File: config.mk
export PLATFORM = sky130hd
export DESIGN_NAME = mem_wr_sched
export DESIGN_NICKNAME = d
export VERILOG_FILES = /design/src/rtl/mem_pkg.sv /design/src/rtl/mem_wr_sched_rr_arbiter.sv /design/src/rtl/mem_wr_sched.sv
export SDC_FILE = /design/constraint.sdc
export NUM_CORES = 1
export LEC_CHECK = 0
export ABC_AREA = 1
export BUFFER_PORTS_ARGS = -buffer_cell sky130_fd_sc_hd__buf_2
export CORE_UTILIZATION = 54
export CTS_CLUSTER_SIZE = 8
export DETAILED_ROUTE_END_ITERATION = 6
export HOLD_SLACK_MARGIN = 0.06
export PLACE_DENSITY_LB_ADDON = 0.15
export SYNTH_ARGS = -nofsm -noshare
export SYNTH_HDL_FRONTEND = slang
export SYNTH_SLANG_ARGS = --single-unit
File: constraint.sdc
create_clock -name clk -period 4.8 [get_ports clk]
set_clock_uncertainty 0.2 [all_clocks]
set_input_delay 0.72 -clock clk [delete_from_list [all_inputs] [get_ports clk]]
set_output_delay 0.72 -clock clk [all_outputs]
set_load 0.05 [all_outputs]
File: src/rtl/mem_pkg.sv
// Shared types and sizing for the SRAM write path: scheduler states,
// completion error codes and the legal command length.
package mem_pkg;

  localparam int ADDR_WIDTH_DEF = 8;
  localparam int ACCUM_SIZE     = 4096;
  localparam int SYS_COL        = 16;
  localparam int ACCUM_ROW      = ACCUM_SIZE / SYS_COL;
  localparam int MAX_ROW_DEF    = ACCUM_ROW;

  typedef enum logic [1:0] {
    IDLE  = 2'd0,
    ISSUE = 2'd1,
    WAIT  = 2'd2,
    DONE  = 2'd3
  } wr_sched_state_e;

  typedef enum logic [1:0] {
    ERR_NONE    = 2'd0,
    ERR_LEN     = 2'd1,
    ERR_TIMEOUT = 2'd2
  } cmp_err_e;

  function automatic int id_width(input int n);
    return (n > 1) ? $clog2(n) : 1;
  endfunction

endpackage

File: src/rtl/mem_wr_sched_rr_arbiter.sv
// Combinational round-robin pick: first asserted request at or after ptr,
// wrapping modulo NUM_REQ. The pointer register lives in the parent.
module rr_arbiter
  import mem_pkg::*;
#(
  parameter int NUM_REQ = 3,
  localparam int ID_W   = id_width(NUM_REQ)
) (
  input  logic [NUM_REQ-1:0] req,
  input  logic [ID_W-1:0]    ptr,
  input  logic               en,
  output logic [NUM_REQ-1:0] grant,
  output logic [ID_W-1:0]    gnt_id,
  output logic               gnt_valid
);

  always_comb begin
    int idx;
    idx       = 0;
    grant     = '0;
    gnt_id    = '0;
    gnt_valid = 1'b0;
    if (en) begin
      for (int off = 0; off < NUM_REQ; off++) begin
        idx = (int'(ptr) + off) % NUM_REQ;
        if (!gnt_valid && req[idx]) begin
          grant[idx] = 1'b1;
          gnt_id     = ID_W'(idx);
          gnt_valid  = 1'b1;
        end
      end
    end
  end

endmodule

File: src/rtl/mem_wr_sched.sv
// Round-robin scheduler sharing one SRAM write controller between the DMA
// and drain engines; one command in flight, completion reported per command.
//
//   state | meaning
//   IDLE  | pick a requester, raise its ready, accept and length-check
//   ISSUE | one-cycle wr_en_in pulse with the captured command
//   WAIT  | hold command, wait for wr_done rising edge or timeout
//   DONE  | one-cycle cmp_valid with id and error code
module mem_wr_sched
  import mem_pkg::*;
#(
  parameter int NUM_REQ    = 3,
  parameter int DATA_WIDTH = 16,
  parameter int ADDR_WIDTH = ADDR_WIDTH_DEF,
  parameter int MAX_ROW    = MAX_ROW_DEF,
  parameter int TIMEOUT    = 1024,
  localparam int ID_W      = id_width(NUM_REQ),
  localparam int CNT_W     = $clog2(TIMEOUT + 1)
) (
  input  logic                                 clk,
  input  logic                                 rstn,
  input  logic [NUM_REQ-1:0]                   req_valid,
  output logic [NUM_REQ-1:0]                   req_ready,
  input  logic [NUM_REQ-1:0][DATA_WIDTH-1:0]   req_num_row,
  input  logic [NUM_REQ-1:0][ADDR_WIDTH-1:0]   req_base_addr,
  output logic                                 wr_en_in,
  output logic [DATA_WIDTH-1:0]                num_row,
  output logic [ADDR_WIDTH-1:0]                base_addr,
  input  logic                                 wr_done,
  output logic                                 busy,
  output logic                                 cmp_valid,
  output logic [ID_W-1:0]                      cmp_id,
  output logic [1:0]                           cmp_err
);

  wr_sched_state_e state, state_d;
  logic [ID_W-1:0]       ptr, ptr_d;
  logic [ID_W-1:0]       cur_id, cur_id_d;
  logic [CNT_W-1:0]      cnt, cnt_d, cnt_inc;
  logic                  wr_done_q, done_rise;
  logic [NUM_REQ-1:0]    req_ready_d;
  logic                  wr_en_d, busy_d, cmp_valid_d;
  logic [DATA_WIDTH-1:0] num_row_d, sel_num_row;
  logic [ADDR_WIDTH-1:0] base_addr_d, sel_base_addr;
  logic [ID_W-1:0]       cmp_id_d;
  cmp_err_e              cmp_err_d;

  logic                  arb_en, arb_valid;
  logic [NUM_REQ-1:0]    arb_grant;
  logic [ID_W-1:0]       arb_id;

  // arbitrate only while no grant is outstanding
  assign arb_en = (state == IDLE) && (req_ready == '0);

  rr_arbiter #(.NUM_REQ(NUM_REQ)) u_arb (
    .req       (req_valid),
    .ptr       (ptr),
    .en        (arb_en),
    .grant     (arb_grant),
    .gnt_id    (arb_id),
    .gnt_valid (arb_valid)
  );

  assign sel_num_row   = req_num_row[cur_id];
  assign sel_base_addr = req_base_addr[cur_id];
  assign done_rise     = wr_done & ~wr_done_q;
  assign cnt_inc       = (cnt == CNT_W'(TIMEOUT)) ? cnt : cnt + CNT_W'(1);

  always_comb begin
    state_d     = state;
    ptr_d       = ptr;
    cur_id_d    = cur_id;
    cnt_d       = '0;
    req_ready_d = '0;
    wr_en_d     = 1'b0;
    num_row_d   = num_row;
    base_addr_d = base_addr;
    cmp_valid_d = 1'b0;
    cmp_id_d    = '0;
    cmp_err_d   = ERR_NONE;

    case (state)
      IDLE: begin
        num_row_d   = '0;
        base_addr_d = '0;
        if (req_ready == '0) begin
          if (arb_valid) begin
            req_ready_d = arb_grant;
            cur_id_d    = arb_id;
          end
        end else if ((req_ready & req_valid) != '0) begin
          ptr_d = (cur_id == ID_W'(NUM_REQ - 1)) ? '0 : cur_id + ID_W'(1);
          if (sel_num_row == '0) begin
            state_d     = DONE;
            cmp_valid_d = 1'b1;
            cmp_id_d    = cur_id;
            cmp_err_d   = ERR_NONE;
          end else if (sel_num_row > DATA_WIDTH'(MAX_ROW)) begin
            state_d     = DONE;
            cmp_valid_d = 1'b1;
            cmp_id_d    = cur_id;
            cmp_err_d   = ERR_LEN;
          end else begin
            state_d     = ISSUE;
            wr_en_d     = 1'b1;
            num_row_d   = sel_num_row;
            base_addr_d = sel_base_addr;
          end
        end
      end
      ISSUE: state_d = WAIT;
      WAIT: begin
        if (done_rise) begin
          state_d     = DONE;
          cmp_valid_d = 1'b1;
          cmp_id_d    = cur_id;
          cmp_err_d   = ERR_NONE;
          num_row_d   = '0;
          base_addr_d = '0;
        end else if (cnt_inc == CNT_W'(TIMEOUT)) begin
          state_d     = DONE;
          cmp_valid_d = 1'b1;
          cmp_id_d    = cur_id;
          cmp_err_d   = ERR_TIMEOUT;
          num_row_d   = '0;
          base_addr_d = '0;
        end else begin
          cnt_d = cnt_inc;
        end
      end
      DONE: state_d = IDLE;
      default: state_d = IDLE;
    endcase

    busy_d = (state_d != IDLE);
  end

  always_ff @(posedge clk or negedge rstn) begin
    if (!rstn) begin
      state     <= IDLE;
      ptr       <= '0;
      cur_id    <= '0;
      cnt       <= '0;
      wr_done_q <= 1'b0;
      req_ready <= '0;
      wr_en_in  <= 1'b0;
      num_row   <= '0;
      base_addr <= '0;
      busy      <= 1'b0;
      cmp_valid <= 1'b0;
      cmp_id    <= '0;
      cmp_err   <= 2'd0;
    end else begin
      state     <= state_d;
      ptr       <= ptr_d;
      cur_id    <= cur_id_d;
      cnt       <= cnt_d;
      wr_done_q <= wr_done;
      req_ready <= req_ready_d;
      wr_en_in  <= wr_en_d;
      num_row   <= num_row_d;
      base_addr <= base_addr_d;
      busy      <= busy_d;
      cmp_valid <= cmp_valid_d;
      cmp_id    <= cmp_id_d;
      cmp_err   <= cmp_err_d;
    end
  end

endmodule

==> run_results.csv, run 1 <==
group,metric,value,unit
status,status,"completed",
timing,period_minus_slack,3.28,ns
die,ios,112,
cts,ctsRootBufferMaster,"clkbuf_8",
detailed_routing,drtAntennaViolNets,0,
final_layout,fill_cells,530,
setup_path,setup.worst_path.end_class,"register",
placement,gp_congestion,0.861,
die,initial_core_util,56.6,%
grt,grt_pass1_wl,12.8,mm
cts,clk_pin_slew,0.10,ns
grt,grt_antenna_before_repair,0,
detailed_routing,first_iter_violations,180,
power_and_ir_drop,power_frac_clock,15.5,%
cts,cts_buffers,5,
grt,overflow,0,
power_and_ir_drop,p_seq_share,31.6,%
timing,slew_violations,0,
synthesis,ys_seq_area_share,41.3,%
final_layout,nNetsFinal,656,
detailed_routing,wl,7.63,mm
power_and_ir_drop,p_sw_share,49.1,%
grt,grt_usage,26.1,%
flow_run,drv_cap,0,
placement,dp_hpwl,5.88,mm
setup_path,worstSetupStartpointType,"register",
timing,rsz0062_at_grt,"false",
grt,grt_max_degree,53,
final_layout,layout-drive-gt1-share,21.5,%
timing,hold_viol_final,0,
cts,postCtsSetupBuffers,0,
cts,cts_tree,"done",
synthesis,syn_avg_cell_area,6.78,sq um
final_layout,diodes,0,
setup_path,path_buf_inv,2,
detailed_routing,drc,0,
cts,cts_buffer_depth,2,
detailed_routing,vias,3217,
synthesis,synth_fp_nets,551,
detailed_routing,first_pass_iters,4,
setup_path,max_stage_delay,0.77,ns
setup_path,crit_path_cell_trace,"inv_1 > nor2_1 > nand2_1 > nand2_1 > nor2_1 > nand2_1 > nor2_1 > nand3_1 > inv_1 > nor3_4 > nand3_1 > nand2_1",
synthesis,syn_area,3150,sq um
setup_path,crit_arrival,3.31,ns
synthesis,syn_inst,465,
synthesis,synth_top_area_share,41.3,%
setup_path,slowest_stage,"nor2_1",
synthesis,yosys-top-cells-area,"dfrtp_1 41%, nand2_1 16%, nand3_1 10%",
placement,dpl_cell_area,3730,sq um
cts,h-tree-depth,2,
cts,cts_hold_buf,0,
power_and_ir_drop,vdd_drop_max,0.317,mV
final_layout,fin_area,3820,sq um
cts,cts.sinks,52,
setup_path,crit_type,"reg -> reg",
timing,tns,0,ns
setup_path,path_max_fanout,18,
cts,clock_latency,0.31,ns
grt,grt_pass1_vias,2972,
timing,tightest_slew,1.22,ns
synthesis,yosys.cell_types.count,25,
cts,post_cts_resized,0,
die,die_w,78.4,um
die,row_count,27,
power_and_ir_drop,p_switching,0.000829,W
timing,maxSlewHeadroom,18.2,%
die,die_area,6150,sq um
placement,io_buffer_count,111,
timing,setup_viol,0,
die,die_h,78.4,um
detailed_routing,vias_per_cell,5.00,
synthesis,yosysWarnings,0,
power_and_ir_drop,p_int,0.000860,W
synthesis,synth_area_leader_cell,"dfrtp_1",
setup_path,path_delay_family,"simple AND/OR/NAND/NOR gates",
synthesis,ys_ff_latch,52,
final_layout,syn2layout_area_growth,21.3,%
min_path,hp-class,"in -> async",
timing,max_freq,305,MHz
setup_path,crit_required,4.84,ns
power_and_ir_drop,power_frac_comb,52.9,%
timing,min_period_over_period,68.2,%
power_and_ir_drop,p_leak,2.30,nW
detailed_routing,routedWlPerCell,11.9,um
setup_path,cpMostUsedCell,"nand2_1",
die,core_area,5570,sq um
power_and_ir_drop,powerDensity,441,nW/um^2
==> synth_stat cells <==
| library cell | number |
|---|---|
| nand2_1 | 136 |
| nor2_1 | 70 |
| inv_1 | 64 |
| nand3_1 | 63 |
| dfrtp_1 | 52 |
| a21oi_1 | 17 |
| o21ai_0 | 12 |
| clkbuf_1 | 8 |
| ha_1 | 8 |
| a22oi_1 | 6 |
| nor3_1 | 5 |
| nand4_1 | 3 |
| buf_2 | 2 |
| buf_4 | 2 |
| buf_6 | 2 |
| clkinv_1 | 2 |
| nand3b_1 | 2 |
| o21bai_1 | 2 |
| xnor2_1 | 2 |
| xor2_1 | 2 |
| a32oi_1 | 1 |
| inv_2 | 1 |
| nand2_2 | 1 |
| nor3_4 | 1 |
| o21ai_1 | 1 |
==> layout by cell type (no fill, tap or decap), types with 5 or more instances in the layout <==
cell / synthesis / routed
nor2_1: 70 / 70
a21oi_1: 17 / 17
ha_1: 8 / 8
clkbuf_8: 0 / 5
a22oi_1: 6 / 6
buf_2: 2 / 111
nor3_1: 5 / 5
inv_1: 64 / 64
nand2_1: 136 / 136
dfrtp_1: 52 / 52
nand3_1: 63 / 63
o21ai_0: 12 / 12
==> cell type report <==
class	count	area [sq um]	share of cell area, %
multi-input combinational	332	1520	39.8
tap	72	90.1	2.36
clock inverter	3	26.3	0.687
sequential	52	1300	34.0
timing repair buffer	112	563	14.7
inverter	67	251	6.58
clock buffer	5	68.8	1.80
==> stage by stage <==
stage / worst slack (ns) / util, % / power [W] / cells / hold slack, ns
detailed placement: 1.61 / 66.9 / 0.00143 / 635 / 0.286
global route: 1.19 / 68.6 / 0.00184 / 643 / 0.321
CTS: 1.55 / 68.6 / 0.00169 / 643 / 0.301
finish: 1.52 / 68.6 / 0.00169 / 643 / 0.296
floorplan: 2.65 / - / 0.00124 / 465 / 0.224
global placement: 1.67 / 66.9 / 0.00141 / 635 / 0.278
==> path summary, 6_finish.rpt <==
| path | slack [ns] | from | depth (start not counted) | to |
|---|---|---|---|---|
| max reg2reg | 1.52 | cur_id[0] | 12 | num_row[8] |
| max in group asynchronous | 3.66 | rstn | 2 | cnt[0] |
| min in group clk | 0.30 | num_row[14] | 2 | num_row[14] |
| max | 1.52 | cur_id[0] | 12 | num_row[8] |
| min reg2reg | 0.30 | num_row[14] | 2 | num_row[14] |
| min | 0.30 | rstn | 2 | cnt[9] |
==> flip-flops by register name, summed over array words and instances, names as in the netlist <==
name / cells
cnt: 11
wr_en_in: 1
cur_id: 2
state: 2
req_ready: 3
cmp_err: 2
base_addr: 8
wr_done_q: 1
num_row: 16
ptr: 2
busy: 1
cmp_id: 2
cmp_valid: 1
==> kinds of logic after synthesis <==
family,synth area share (%)
AND/OR/NAND/NOR,37.1
XOR/XNOR,1.11
adder cells (fa/ha/maj),3.17
flip-flops,41.3
buffers and inverters,10.4
AO/OA/AOI/OAI,6.94
==> power by group through the flow <==
stage	Combinational (W)	Sequential (W)	Clock, W
global route	0.00102	0.000541	0.000286
floorplan	0.000639	0.000600	0
finish	0.000893	0.000534	0.000261
global placement	0.000871	0.000538	0
detailed placement	0.000885	0.000541	0
CTS	0.000889	0.000533	0.000264
==> per-layer routing <==
| metal | vias to the layer above | wire (um) | track usage (%) |
|---|---|---|---|
| li1 | 1658 | - | - |
| met1 | 1447 | 3300 | 32.8 |
| met2 | 102 | 3880 | 45.6 |
| met3 | 10 | 384 | 5.12 |
| met4 | 0 | 77 | 7.41 |
| met5 | - | 0 | 0 |
==> worst reg2reg max path: stages, from the launching register on <==
cell	delay [ns]
dfrtp_1	0.55
inv_1	0.22
nor2_1	0.77
nand2_1	0.19
nand2_1	0.13
nor2_1	0.05
nand2_1	0.05
nor2_1	0.04
nand3_1	0.10
inv_1	0.09
nor3_4	0.54
nand3_1	0.16
nand2_1	0.10
Note: power is estimated with default switching activity, not from simulation.
==> inputs of run 2 (changes only) <==
CORE_UTILIZATION = 45   (was 54)
clock period = 2.95 ns   (was 4.8 ns; I/O delays follow)
==> run 2 against run 1 <==
Combinational power increased by 68%. Critical path depth increased by 2. Clock-buffer cell count unchanged. Die area increased by 19%. Non-clock buffer count increased by 8. Critical path type unchanged. Critical endpoint is now base_addr[0]. Largest power group unchanged.
==> run_results.csv, run 2 (same netlist as run 1, synthesis figures left out) <==
group,metric,value,unit
final_layout,layout-drive-gt1-share,22.5,%
timing,setup_viol,0,
cts,ctsRootBufferMaster,"clkbuf_8",
final_layout,final_common_cell,"nand2_1",
power_and_ir_drop,vdd_drop_max,0.385,mV
cts,clock_latency,0.30,ns
min_path,worst_hold_path.endpoint,"base_addr[6]",
setup_path,crit_arrival,2.61,ns
setup_path,r2r_start,"cur_id[0]",
cts,postCtsSetupBuffers,0,
placement,io_buffer_count,111,
cts,cts_tree,"done",
final_layout,diodes,0,
timing,slew_violations,0,
final_layout,nNetsFinal,664,
die,core_area,6790,sq um
detailed_routing,vias_per_cell,4.81,
die,die_area,7350,sq um
timing,tightest_slew,0.753,ns
timing,maxSlewHeadroom,49.8,%
final_layout,regMostFlops,"num_row",
cts,cts_buffers,5,
status,status,"completed",
setup_path,worstSetupStartpointType,"register",
placement,gp_congestion,0.897,
min_path,whs_path_depth,5,
cts,clk_pin_slew,0.10,ns
timing,hold_viol_final,0,
final_layout,mostFrequentLayoutCells,"136 x nand2_1, 111 x buf_2, 69 x nor2_1",
timing,min_period_over_period,86.6,%
flow_run,drv_cap,0,
placement,dp_slack,0.182,ns
detailed_routing,drc,0,
power_and_ir_drop,p_leak,2.35,nW
setup_path,path_max_fanout,18,
detailed_routing,vias,3244,
setup_path,crit_type,"reg -> reg",
grt,grt_usage,21.7,%
final_layout,top_regs,"num_row (16), cnt (11), base_addr (8)",
detailed_routing,routedWlPerCell,11.4,um
die,initial_core_util,46.4,%
power_and_ir_drop,powerDensity,709,nW/um^2
setup_path,r2r-end,"base_addr[0]",
grt,grt_pass1_wl,12.8,mm
setup_path,setup.worst_path.end_class,"register",
grt,grt_pass1_vias,2919,
die,die_w,85.7,um
setup_path,crit_required,3.00,ns
timing,worst_slack,0.396,ns
final_layout,fill_cells,679,
detailed_routing,first_iter_violations,205,
timing,rsz0062_at_grt,"false",
final_layout,largest_reg_flops,16,
grt,grt_max_degree,32,
grt,overflow,0,
placement,dp_hpwl,6.08,mm
setup_path,reg2reg_slack,0.40,ns
cts,cts_buffer_depth,2,
final_layout,utilization,57.8,%
min_path,holdCritStartpoint,"req_base_addr[22]",
final_layout,syn2layout_area_growth,24.4,%
detailed_routing,first_pass_iters,4,
setup_path,rr_worst_depth,14,
detailed_routing,wl,7.69,mm
die,row_count,30,
power_and_ir_drop,total_power,0.00278,W
cts,h-tree-depth,2,
cts,cts.sinks,52,
timing,max_freq,392,MHz
die,ios,112,
min_path,hp-class,"in -> reg",
final_layout,final_cells,675,
die,die_h,85.7,um
grt,grt_antenna_before_repair,0,
detailed_routing,drtAntennaViolNets,0,
timing,tns,0,ns
timing,period_minus_slack,2.55,ns
placement,dp.cells,665,
[run 2: layer usage]
layer,up-vias,GRT usage [%],share of wire [%]
met2,100,35.7,48
met4,0,6.82,1.4
met3,9,3.08,4.5
li1,1677,-,-
met1,1458,29.8,46
met5,-,0,0
[run 2: repair_timing]
item | CTS | global route
resized for setup | 0 | 1
hold buffers | 2 | 0
setup endpoints to repair | 0 | 20
hold endpoints to repair | 22 | 0
[run 2: power by group]
part	leakage [nW]	internal, W	switching, W	total, W
sequential	0.710	0.000797	0.0000581	0.000855
combinational	1.59	0.000456	0.00104	0.00150
clock	0.0463	0.000175	0.000252	0.000427
[run 2: worst max-delay path, stage by stage, from the launching register on]
cell and delay [ns]:
dfrtp_1 0.39, buf_4 0.18, inv_1 0.14, nor2_1 0.47
nand2_1 0.12, nand2_1 0.10, nor2_1 0.05, nand2_1 0.05
nor2_1 0.05, nand3_1 0.10, inv_1 0.08, nor3_4 0.15
buf_4 0.23, nand3_1 0.11, nand2_1 0.08
[run 2: worst max-delay path by stage]
stage	slack, ns	from	endpoint	depth (start not counted)
4_1_cts	0.17	cur_id[1]	base_addr[0]	13
3_5_place_dp	0.18	cur_id[1]	base_addr[0]	13
3_3_place_gp	0.31	cur_id[1]	base_addr[5]	13
5_1_grt	0.16	cur_id[0]	num_row[0]	14
6_report	0.40	cur_id[0]	base_addr[0]	14
2_1_floorplan	0.81	ptr[0]	cur_id[1]	11
[run 2: area by class of cell]
| type | count | area [sq um] | area share (%) |
|---|---|---|---|
| multi-input cells | 332 | 1530 | 38.9 |
| flip-flops and latches | 52 | 1300 | 33.2 |
| repair buffers | 120 | 628 | 16.0 |
| inverters | 67 | 251 | 6.41 |
| well taps | 96 | 120 | 3.06 |
| clock buffers | 5 | 68.8 | 1.75 |
| clock inverters | 3 | 27.5 | 0.702 |
[run 2: stage by stage]
stage                     area (sq um)  hold slack, ns
after CTS                         3920           0.255
final                             3920           0.262
after detailed placement          3800           0.248
after floorplan                   3150         -0.0531
after global placement            3800           0.242
after global routing              3920           0.298
